===== src/rtl/mac_pkg.sv =====
// Shared definitions for the MAC accumulator tile: FSM state type, default
// widths, product sign extension and the signed saturation limits.
package mac_pkg;

    typedef enum logic [1:0] {
        IDLE  = 2'd0,
        ACC   = 2'd1,
        DRAIN = 2'd2
    } mac_state_e;

    localparam int PROD_W_DEF    = 16;
    localparam int ACC_W_DEF     = 24;
    localparam int BLOCK_LEN_DEF = 4;

    // Widest accumulator the helpers support; callers truncate to their width.
    localparam int MAX_W = 64;

    // Sign-extend the low pw bits of p across the full MAX_W word.
    function automatic logic [MAX_W-1:0] sext_prod(input logic [MAX_W-1:0] p,
                                                   input int pw);
        logic [MAX_W-1:0] r;
        logic             s;
        r = p;
        s = 1'b0;
        for (int i = 0; i < MAX_W; i++) begin
            if (i == pw - 1) s = p[i];
        end
        for (int i = 0; i < MAX_W; i++) begin
            if (i >= pw) r[i] = s;
        end
        return r;
    endfunction

    // Largest positive value of a w-bit two's complement number: 2^(w-1)-1.
    function automatic logic [MAX_W-1:0] sat_max(input int w);
        logic [MAX_W-1:0] r;
        r = '0;
        for (int i = 0; i < MAX_W; i++) begin
            if (i < w - 1) r[i] = 1'b1;
        end
        return r;
    endfunction

    // Most negative value of a w-bit two's complement number: -2^(w-1).
    function automatic logic [MAX_W-1:0] sat_min(input int w);
        logic [MAX_W-1:0] r;
        r = '0;
        for (int i = 0; i < MAX_W; i++) begin
            if (i == w - 1) r[i] = 1'b1;
        end
        return r;
    endfunction

endpackage


===== src/rtl/mac_accumulator_if.sv =====
// Product-in / byte-out handshake bundle of the MAC accumulator.
// slave: the accumulator side; master: the driver/sink side.
interface mac_accumulator_if #(
    parameter int PROD_W = 16
) ();
    logic signed [PROD_W-1:0] prod_i;
    logic                     prod_valid_i;
    logic                     prod_ready_o;
    logic                     clear_i;
    logic [7:0]               byte_o;
    logic                     byte_valid_o;
    logic                     byte_ready_i;
    logic                     ovf_o;
    logic                     busy_o;

    modport slave (
        input  prod_i, prod_valid_i, clear_i, byte_ready_i,
        output prod_ready_o, byte_o, byte_valid_o, ovf_o, busy_o
    );

    modport master (
        output prod_i, prod_valid_i, clear_i, byte_ready_i,
        input  prod_ready_o, byte_o, byte_valid_o, ovf_o, busy_o
    );
endinterface


===== src/rtl/mac_accumulator_byte_serializer.sv =====
// Byte serializer: captures a finished ACC_W-bit sum plus its overflow flag
// and presents it LS byte first over a registered valid/ready port.
module byte_serializer #(
    parameter int ACC_W = 24
) (
    input  logic             clk,
    input  logic             rst,
    input  logic             clear_i,
    input  logic             load_i,
    input  logic [ACC_W-1:0] data_i,
    input  logic             ovf_i,
    input  logic             ready_i,
    output logic [7:0]       byte_o,
    output logic             valid_o,
    output logic             ovf_o,
    output logic             done_o
);
    localparam int NBYTES = ACC_W / 8;
    localparam int IDX_W  = (NBYTES > 1) ? $clog2(NBYTES) : 1;

    logic [ACC_W-1:0] sreg_q;
    logic [IDX_W-1:0] idx_q;
    logic             valid_q;
    logic             ovf_q;
    logic             xfer;
    logic             last;

    assign xfer   = valid_q & ready_i;
    assign last   = (idx_q == IDX_W'(NBYTES - 1));
    // Last byte accepted this cycle: the FSM returns to IDLE on this edge.
    assign done_o = xfer & last;

    assign byte_o  = sreg_q[7:0];
    assign valid_o = valid_q;
    assign ovf_o   = ovf_q;

    // Load a new result, shift one byte per accepted handshake, close after NBYTES.
    always_ff @(posedge clk or posedge rst) begin
        if (rst) begin
            sreg_q  <= '0;
            idx_q   <= '0;
            valid_q <= 1'b0;
            ovf_q   <= 1'b0;
        end else if (clear_i) begin
            sreg_q  <= '0;
            idx_q   <= '0;
            valid_q <= 1'b0;
            ovf_q   <= 1'b0;
        end else if (load_i) begin
            sreg_q  <= data_i;
            idx_q   <= '0;
            valid_q <= 1'b1;
            ovf_q   <= ovf_i;
        end else if (xfer) begin
            sreg_q <= sreg_q >> 8;
            if (last) begin
                idx_q   <= '0;
                valid_q <= 1'b0;
                ovf_q   <= 1'b0;
            end else begin
                idx_q <= idx_q + 1'b1;
            end
        end
    end

endmodule


===== src/rtl/mac_accumulator.sv =====
// MAC accumulator: sums BLOCK_LEN signed products into an ACC_W-bit
// accumulator, then drains the sum byte-serially with a sticky per-block
// signed-overflow flag.
// Build option MAC_SATURATE_EN: when defined the accumulator clamps to the
// signed limits on overflow and holds there until the block ends; when
// undefined it wraps in two's complement. ovf_o is raised in both builds.
module mac_accumulator
    import mac_pkg::*;
#(
    parameter int PROD_W    = PROD_W_DEF,
    parameter int ACC_W     = ACC_W_DEF,   // multiple of 8, >= PROD_W, <= MAX_W
    parameter int BLOCK_LEN = BLOCK_LEN_DEF // 1..255
) (
    input  logic              clk,
    input  logic              rst,
    mac_accumulator_if.slave  mac_if
);
    mac_state_e              state_q;
    logic signed [ACC_W-1:0] acc_q;
    logic signed [ACC_W-1:0] acc_d;
    logic signed [ACC_W-1:0] sum_d;
    logic signed [ACC_W-1:0] prod_ext;
    logic [7:0]              cnt_q;
    logic                    ovf_blk_q;
    logic                    ovf_blk_d;
    logic                    add_ovf;
    logic                    prod_ready;
    logic                    accept;
    logic                    final_acc;
    logic                    ser_load;
    logic                    ser_done;

    // Signed add with overflow detect; result is {overflow, sum}.
    function automatic logic [ACC_W:0] add_sat(input logic signed [ACC_W-1:0] a,
                                               input logic signed [ACC_W-1:0] b);
        logic signed [ACC_W-1:0] s;
        logic                    o;
        s = a + b;
        o = (a[ACC_W-1] == b[ACC_W-1]) && (s[ACC_W-1] != a[ACC_W-1]);
`ifdef MAC_SATURATE_EN
        if (o) begin
            s = a[ACC_W-1] ? ACC_W'(sat_min(ACC_W)) : ACC_W'(sat_max(ACC_W));
        end
`endif
        return {o, s};
    endfunction

    assign prod_ready = (state_q != DRAIN);
    assign accept     = mac_if.prod_valid_i & prod_ready;
    assign final_acc  = accept & (cnt_q == 8'(BLOCK_LEN - 1));
    // A clear in the same cycle as the final accept discards the block.
    assign ser_load   = final_acc & ~mac_if.clear_i;
    assign prod_ext   = ACC_W'(sext_prod(MAX_W'($unsigned(mac_if.prod_i)), PROD_W));

    // Next accumulator value and sticky overflow for the product on the bus.
    always_comb begin
        {add_ovf, sum_d} = add_sat(acc_q, prod_ext);
        acc_d            = sum_d;
`ifdef MAC_SATURATE_EN
        // Once clamped, the block stays pinned at the limit.
        if (ovf_blk_q) acc_d = acc_q;
`endif
        ovf_blk_d = ovf_blk_q | add_ovf;
    end

    // Block FSM: accumulate BLOCK_LEN products, hand off to the serializer, wait for drain.
    always_ff @(posedge clk or posedge rst) begin
        if (rst) begin
            state_q   <= IDLE;
            acc_q     <= '0;
            cnt_q     <= '0;
            ovf_blk_q <= 1'b0;
        end else if (mac_if.clear_i) begin
            state_q   <= IDLE;
            acc_q     <= '0;
            cnt_q     <= '0;
            ovf_blk_q <= 1'b0;
        end else begin
            case (state_q)
                IDLE, ACC: begin
                    if (final_acc) begin
                        state_q   <= DRAIN;
                        acc_q     <= '0;
                        cnt_q     <= '0;
                        ovf_blk_q <= 1'b0;
                    end else if (accept) begin
                        state_q   <= ACC;
                        acc_q     <= acc_d;
                        cnt_q     <= cnt_q + 8'd1;
                        ovf_blk_q <= ovf_blk_d;
                    end
                end
                DRAIN: begin
                    if (ser_done) state_q <= IDLE;
                end
                default: state_q <= IDLE;
            endcase
        end
    end

    byte_serializer #(
        .ACC_W (ACC_W)
    ) u_ser (
        .clk     (clk),
        .rst     (rst),
        .clear_i (mac_if.clear_i),
        .load_i  (ser_load),
        .data_i  (acc_d),
        .ovf_i   (ovf_blk_d),
        .ready_i (mac_if.byte_ready_i),
        .byte_o  (mac_if.byte_o),
        .valid_o (mac_if.byte_valid_o),
        .ovf_o   (mac_if.ovf_o),
        .done_o  (ser_done)
    );

    assign mac_if.prod_ready_o = prod_ready;
    assign mac_if.busy_o       = (state_q != IDLE);

endmodule


===== src/flat_wrapper.sv =====
// flat-port wrapper written by rule: the top's interface ports become plain ports
module mac_accumulator_flat import mac_pkg::*;
#(
    parameter int PROD_W    = PROD_W_DEF,
    parameter int ACC_W     = ACC_W_DEF,                                        
    parameter int BLOCK_LEN = BLOCK_LEN_DEF          
)
  (clk, rst, mac_if_prod_i, mac_if_prod_valid_i, mac_if_clear_i, mac_if_byte_ready_i, mac_if_prod_ready_o, mac_if_byte_o, mac_if_byte_valid_o, mac_if_ovf_o, mac_if_busy_o);
  mac_accumulator_if #(.PROD_W(PROD_W)) mac_if_i ();
  input  logic clk;
  input  logic rst;
  input wire logic [$bits(mac_if_i.prod_i)-1:0] mac_if_prod_i;
  input wire logic [$bits(mac_if_i.prod_valid_i)-1:0] mac_if_prod_valid_i;
  input wire logic [$bits(mac_if_i.clear_i)-1:0] mac_if_clear_i;
  input wire logic [$bits(mac_if_i.byte_ready_i)-1:0] mac_if_byte_ready_i;
  output wire logic [$bits(mac_if_i.prod_ready_o)-1:0] mac_if_prod_ready_o;
  output wire logic [$bits(mac_if_i.byte_o)-1:0] mac_if_byte_o;
  output wire logic [$bits(mac_if_i.byte_valid_o)-1:0] mac_if_byte_valid_o;
  output wire logic [$bits(mac_if_i.ovf_o)-1:0] mac_if_ovf_o;
  output wire logic [$bits(mac_if_i.busy_o)-1:0] mac_if_busy_o;
  assign mac_if_i.prod_i = mac_if_prod_i;
  assign mac_if_i.prod_valid_i = mac_if_prod_valid_i;
  assign mac_if_i.clear_i = mac_if_clear_i;
  assign mac_if_i.byte_ready_i = mac_if_byte_ready_i;
  assign mac_if_prod_ready_o = mac_if_i.prod_ready_o;
  assign mac_if_byte_o = mac_if_i.byte_o;
  assign mac_if_byte_valid_o = mac_if_i.byte_valid_o;
  assign mac_if_ovf_o = mac_if_i.ovf_o;
  assign mac_if_busy_o = mac_if_i.busy_o;
  mac_accumulator #(.PROD_W(PROD_W), .ACC_W(ACC_W), .BLOCK_LEN(BLOCK_LEN)) u_core (.clk(clk), .rst(rst), .mac_if(mac_if_i));
endmodule

===== config.mk =====
export PLATFORM = sky130hd
export DESIGN_NAME = mac_accumulator_flat
export DESIGN_NICKNAME = d
export VERILOG_FILES = /design/src/rtl/mac_pkg.sv /design/src/rtl/mac_accumulator_if.sv /design/src/rtl/mac_accumulator_byte_serializer.sv /design/src/rtl/mac_accumulator.sv /design/src/flat_wrapper.sv
export SDC_FILE = /design/constraint.sdc
export NUM_CORES = 1
export LEC_CHECK = 0
export CORE_MARGIN = 1.5
export CORE_UTILIZATION = 29
export CTS_CLUSTER_DIAMETER = 150
export DETAILED_ROUTE_END_ITERATION = 16
export SYNTH_ARGS = -nofsm -noshare
export SYNTH_HDL_FRONTEND = slang
export SYNTH_SLANG_ARGS = --single-unit
export TNS_END_PERCENT = 20

===== constraint.sdc =====
create_clock -name clk -period 3.8 [get_ports clk]
set_input_delay 0.76 -clock clk [delete_from_list [all_inputs] [get_ports clk]]
set_output_delay 0.76 -clock clk [all_outputs]
set_load 0.01 [all_outputs]

; ---- After elaboration in Yosys (flattened, before gate mapping)
; Index checks and enable logic that the tools add are counted.
[totals]
regBits = 63
input_bits = 21
out_inout_bits = 12
word_cells = 68
[op_classes]
n_addsub = 3
n_eq_ne = 9
muxes = 30
bitwise_logic = 7
reduce_logical = 11
[op_table]
columns = op, count
row1 = two-way mux 24 bit, 7
row2 = two-way mux 8 bit, 4
row3 = adder 24 x 16 -> 24 bit, 1
row4 = two-way mux 2 bit, 8
row5 = two-way mux 1 bit, 10
row6 = nonzero test 3 bit, 3
row7 = adder 8 x 1 -> 8 bit (second input constant), 1
row8 = == test 8 x 2 -> 1 bit (second input constant), 1
row9 = AND reduction 2 bit, 3
row10 = AND 1 bit, 5
row11 = == test 2 bit (second input constant), 2
row12 = != test 4 x 2 -> 1 bit (second input constant), 1
row13 = one-hot mux 2 bit (2 select lines), 1
row14 = nonzero test 2 bit, 2
row15 = != test 3 x 2 -> 1 bit (second input constant), 1
row16 = adder 2 x 1 -> 2 bit (second input constant), 1
row17 = == test 2 x 1 -> 1 bit (second input constant), 1
row18 = logical NOT 2 bit, 1
row19 = != test 2 bit (second input constant), 1
row20 = OR reduction 2 bit, 1
row21 = == test 1 bit, 1
row22 = logical AND 1 bit, 1
row23 = != test 1 bit, 1
row24 = inverter 1 bit, 1
row25 = OR 1 bit, 1

; ---- Depth between registers and ports, before layout
[depth]
depth_word = 8
ltp_mapped = 9
mapped_depth_nobuf = 9

; ---- Cells and area by module
; A second synthesis with hierarchy kept.
[hier_totals]
cells_unflattened = 464
area_unflattened_um2 = 4180.3
[by_module_without_submodules]
columns = module, n_inst, cells_each, area_per_inst_um2, seq_area_each_um2
row1 = mac_accumulator, 1, 309, 2700.1, 875.8
row2 = byte_serializer, 1, 155, 1480.2, 700.7

; ---- Least setup slack after synthesis
; OpenSTA, ideal clock, no wires.
[synth_timing]
path_type = input-to-reg
start = input port mac_if_prod_i[0]
end = register u_core.u_ser.sreg_q[16]
setup_ps = 121
arrival_ps = 2781
required_ps = 3679
path_slack_ps = 898
stages = 9
path_cell_list = ha_1 -> fa_1 -> a21o_1 -> a221oi_2 -> o21a_1 -> nor3b_2 -> a211o_1 -> xor2_1 -> a22o_1
[synth_between]
elab_chain_len = 3
[synth_lines]
columns = element, line_no
row1 = start: declaration, flat_wrapper.sv:12  ; input wire logic [$bits(mac_if_i.prod_i)-1:0] mac_if_prod_i;
row2 = adder 24 x 16 -> 24 bit, mac_accumulator.sv:38  ; s = a + b;
row3 = two-way mux 24 bit, mac_accumulator_byte_serializer.sv:49  ; end else if (load_i) begin
row4 = two-way mux 24 bit, mac_accumulator_byte_serializer.sv:44  ; end else if (clear_i) begin
row5 = end signal: assignment, mac_accumulator_byte_serializer.sv:50  ; sreg_q <= data_i;
row6 = end signal: assignment, mac_accumulator_byte_serializer.sv:55  ; sreg_q <= sreg_q >> 8;
row7 = end: declaration, mac_accumulator_byte_serializer.sv:21  ; logic [ACC_W-1:0] sreg_q;
; Every way passes these cells.
; A chain may end at the register's enable or synchronous reset.

; ---- Worst setup path in the final report
[layout_timing]
start = input port mac_if_prod_i[15]
end = register u_core.acc_q[23]
[layout_between]
elab_chain_len = 5
[layout_lines]
columns = element, line_no
row1 = adder 24 x 16 -> 24 bit, mac_accumulator.sv:38
row2 = two-way mux 24 bit, mac_accumulator.sv:86  ; end else if (accept) begin
row3 = two-way mux 24 bit, mac_accumulator.sv:81  ; if (final_acc) begin
row4 = two-way mux 24 bit, mac_accumulator.sv:79  ; case (state_q)
row5 = two-way mux 24 bit, mac_accumulator.sv:73  ; end else if (mac_if.clear_i) begin
row6 = end signal: assignment, mac_accumulator.sv:75  ; acc_q <= '0;
row7 = end signal: assignment, mac_accumulator.sv:83  ; acc_q <= '0;
row8 = end signal: assignment, mac_accumulator.sv:88  ; acc_q <= acc_d;
row9 = end: declaration, mac_accumulator.sv:19  ; logic signed [ACC_W-1:0] acc_q;
; Every way passes these cells. The select of a mux whose other input is x is not followed.

==> tab_implementation.tex <==
\begin{tabular}{lr}
\hline
Metric & Value \\
\hline
\multicolumn{2}{l}{\textbf{Outcome}} \\
Result of the run & finished, final reports clean \\
\multicolumn{2}{l}{\textbf{Logic synthesis}} \\
Syn avg cell area & around 9.3 um2 \\
Distinct cells, synth & 53 \\
Number of enable-type register cells in the synthesized netlist & 0 \\
Ys Warns & 0 \\
Synth Area in Compound Gates & roughly a quarter \\
Share of flip-flops with an asynchronous set or reset after synthesis & 100.0\% \\
XOR/XNOR share of the synthesized area & 5.617\% \\
Flip-flop and latch count after synthesis & 63 \\
Cell area after synthesis & $\sim$4000 um2 \\
Syn nets & $\sim$470 \\
Most common flop cell mapped by yosys & sky130\_fd\_sc\_hd\_\_dfrtp\_1 \\
Simple-gate share of the synthesized area & 15.06\% \\
Largest family of logic cells by synthesized area & compound AO/OA/AOI/OAI gates \\
Synthesized instance count & approximately 430 \\
Register area share after synthesis & 39.54\% \\
Synthesized-area fraction occupied by adder cells & $\sim$8.0\% \\
Multiplexer area fraction after synthesis & under 10\% \\
\multicolumn{2}{l}{\textbf{Power}} \\
Leakage power of the design & roughly 2.1 nW \\
Worst ir drop on vdd & about 0.24 mV \\
Power, Total & 2.202 mW \\
Power density over the cells & roughly 460 nW/um2 \\
\multicolumn{2}{l}{\textbf{Die}} \\
Initial Util & about 30\% \\
Die height & 120.3 um \\
Die W & between 100 and 150 um \\
Standard-cell rows & 42 \\
Die area & roughly 14000 um2 \\
Total core area & 13350 um2 \\
Number of I/O pins & 33 \\
\multicolumn{2}{l}{\textbf{Place}} \\
Final estimated routing congestion in global placement & slightly below 0.9 \\
Port bufs & 32 \\
Final HPWL from detailed placement & approximately 7400 um \\
\multicolumn{2}{l}{\textbf{Critical path}} \\
Reg2reg end & u\_core.u\_ser.sreg\_q[16] \\
Endpoint class of the critical path & flop \\
Critical Path Fanout Max & 8 \\
Worst setup path startpoint & mac\_if\_prod\_i[15] \\
Crit path kind & in2reg \\
Worst setup slack for register-to-register paths & 1120 ps \\
Worst path arrival time & approximately 3500 ps \\
R2r startpoint & u\_core.acc\_q[0] \\
Setup crit end & u\_core.acc\_q[23] \\
Number of cells traversed by the worst register-to-register path & 9 \\
Critical path data required time & around 4000 ps \\
Type of element launching the critical path & input port \\
\multicolumn{2}{l}{\textbf{Global routing}} \\
Global routing usage summed across all routing layers & between 10\% and 20\% \\
Global-route congestion overflow total & 0 \\
Number of global-route vias before repair & roughly 3400 \\
Antenna violations before repair & 0 \\
Global-route wire length before repair & between 15000 and 20000 um \\
Largest net degree at the start of global routing & 50 \\
\multicolumn{2}{l}{\textbf{STA}} \\
RSZ-0062 raised after global routing & false \\
Worst slew margin relative to its limit & a little under a third \\
Smallest hold slack & 501.8 ps \\
Setup TNS after final layout & 0 ps \\
Upper clock frequency limit & roughly 0.31 GHz \\
Count of endpoints failing setup in the final report & 0 \\
Final hold viol count & 0 \\
Slew @ Worst Pin & just over 1000 ps \\
Minimum period implied by the final worst setup slack & 3276 ps \\
Final clock period utilization by the worst path & 86.21\% \\
Worst Clk Skew & 4.815 ps \\
Total count of max-transition violations in the final report & 0 \\
\multicolumn{2}{l}{\textbf{Run}} \\
Max-cap violations & 0 \\
\multicolumn{2}{l}{\textbf{Clock tree}} \\
Hold buffer count at cts & 0 \\
Clock tree from TritonCTS & yes \\
CTS sink cnt & between 60 and 70 \\
Number of clock buffers inserted by TritonCTS & 9 \\
Clk Latency, worst-skew pair & between 300 and 400 ps \\
Worst-path clk slew & roughly 60 ps \\
Count of cells resized by post-cts repair & 0 \\
Maximum number of buffers from clock root to sink & 2 \\
Max H-tree Level & 3 \\
Post-CTS setup buffer count & 0 \\
Clock root cell & sky130\_fd\_sc\_hd\_\_clkbuf\_16 \\
\multicolumn{2}{l}{\textbf{Detailed routing}} \\
Post-DR vias/cell & between 5 and 6 \\
Overall routed net length & 10200 um \\
Post-detailed-route count of antenna-violating nets & 0 \\
DRC violation count after routing & 0 \\
Via Count & between 3000 and 4000 \\
Iteration-0 DRC Markers & around 250 \\
Detailed Routing Iterations Pass 1 & 4 \\
Post-DR wirelength/cell & roughly 16 um \\
\multicolumn{2}{l}{\textbf{Final layout}} \\
Number of inserted filler cells in the final layout & between 1000 and 1500 \\
Net total in the final layout & 496 \\
P\&R area growth vs syn & 18.92\% \\
Ant. Diodes & 0 \\
Sequential cell area & around 1600 um2 \\
Commonest cells after routing, fill and taps aside & 63 x sky130\_fd\_sc\_hd\_\_dfrtp\_1, 42 x sky130\_fd\_sc\_hd\_\_nand2\_1, 36 x sky130\_fd\_sc\_hd\_\_nor2\_1 \\
Share of post-route cells with drive strength above 1 & 7.692\% \\
Area of the multi-input gates & 2235 um2 \\
Most common cell after layout, fill and taps aside & sky130\_fd\_sc\_hd\_\_dfrtp\_1 \\
\multicolumn{2}{l}{\textbf{Min path}} \\
Type of the worst min-delay path & reg2reg \\
\hline
\end{tabular}
power breakdown:
| group | switching (mW) | internal, mW | leakage [nW] |
|---|---|---|---|
| sequential | 0.0379 | 0.723 | 0.860 |
| clock | 0.302 | 0.524 | 0.138 |
| combinational | 0.366 | 0.249 | 1.15 |
stage by stage:
stage          instance area (um2)  util (%)  std cells  worst slack (ps)
5_1_grt                       4742     35.53        631             465.1
3_3_place_gp                  4442     33.28        615             328.6
2_1_floorplan                 3988         -        428             897.8
6_report                      4742     35.53        631             524.0
4_1_cts                       4742     35.53        631             576.0
3_5_place_dp                  4442     33.28        615             236.0
critical path: stages:
cell and delay, ps:
sky130_fd_sc_hd__clkdlybuf4s50_1 600, sky130_fd_sc_hd__ha_1 540, sky130_fd_sc_hd__and3_4 250, sky130_fd_sc_hd__nand2_1 80, sky130_fd_sc_hd__a2111o_1 310, sky130_fd_sc_hd__a21oi_2 240, sky130_fd_sc_hd__nor3_1 90, sky130_fd_sc_hd__or4b_1 540
sky130_fd_sc_hd__o211ai_1 110
registers in the layout (all words and copies together), names as in the netlist:
name,cells
u_core.cnt_q,8
u_core.acc_q,24
u_core.u_ser.sreg_q,24
u_core.u_ser.ovf_o,1
u_core.ovf_blk_q,1
u_core.u_ser.valid_o,1
u_core.state_q,2
u_core.u_ser.idx_q,2
kinds of logic (layout without fill, tap and decap cells):
logic type	after synthesis	in the layout
AO/OA/AOI/OAI	142	142
multiplexers	12	12
XOR/XNOR	24	24
buffers and inverters	36	63
AND/OR/NAND/NOR	126	126
flip-flops	63	63
adder cells (fa/ha/maj)	25	25
final cells by class:
class,count,area share (%)
multi-input combinational,329,47.12
sequential,63,33.25
timing repair buffer,41,8.179
clock buffer,11,5.119
tap,176,4.644
clock inverter,5,1.214
inverter,6,0.4749
worst min-delay path by stage:
stage               cells past startpoint  slack, ps                     from                 endpoint
floorplan                               2        450  u_core.u_ser.sreg_q[17]  u_core.u_ser.sreg_q[17]
global placement                        2        480         u_core.acc_q[12]         u_core.acc_q[12]
detailed placement                      1        490         u_core.ovf_blk_q         u_core.ovf_blk_q
finish                                  2        500         u_core.acc_q[12]         u_core.acc_q[12]
CTS                                     1        510         u_core.ovf_blk_q         u_core.ovf_blk_q
global route                            1        520  u_core.u_ser.sreg_q[23]  u_core.u_ser.sreg_q[23]
cells in the mapped netlist (all sizes together) (4+ instances only):
| library cell | count | area [um2] |
|---|---|---|
| a21o | 4 | 30.03 |
| o21ai | 27 | 135.1 |
| buf | 14 | 92.59 |
| nor2 | 36 | 135.1 |
| a31oi | 7 | 43.79 |
| nand2 | 42 | 157.7 |
| xor2 | 8 | 70.07 |
| a311oi | 4 | 35.03 |
| a22o | 25 | 219.0 |
| mux2i | 12 | 120.1 |
| ha | 24 | 300.3 |
| dfrtp | 63 | 1577 |
| xnor2 | 15 | 131.4 |
| clkbuf | 16 | 61.30 |
| nand4 | 5 | 31.28 |
| a21oi | 37 | 192.7 |
| inv | 6 | 22.52 |
| nor2b | 4 | 25.02 |
| and3 | 8 | 55.05 |
| o21a | 7 | 52.55 |
| a211oi | 15 | 117.6 |
| nand3 | 14 | 70.07 |
layer usage:
metal | vias to the layer above | global-route usage [%] | share of wire, %
li1 | 1624 | - | -
met1 | 1633 | 19.40 | 47
met2 | 79 | 24.75 | 48
met3 | 10 | 2.830 | 4.3
met4 | 0 | 4.485 | 1.1
met5 | - | 0 | 0
Power figures use the tool's default switching activity.
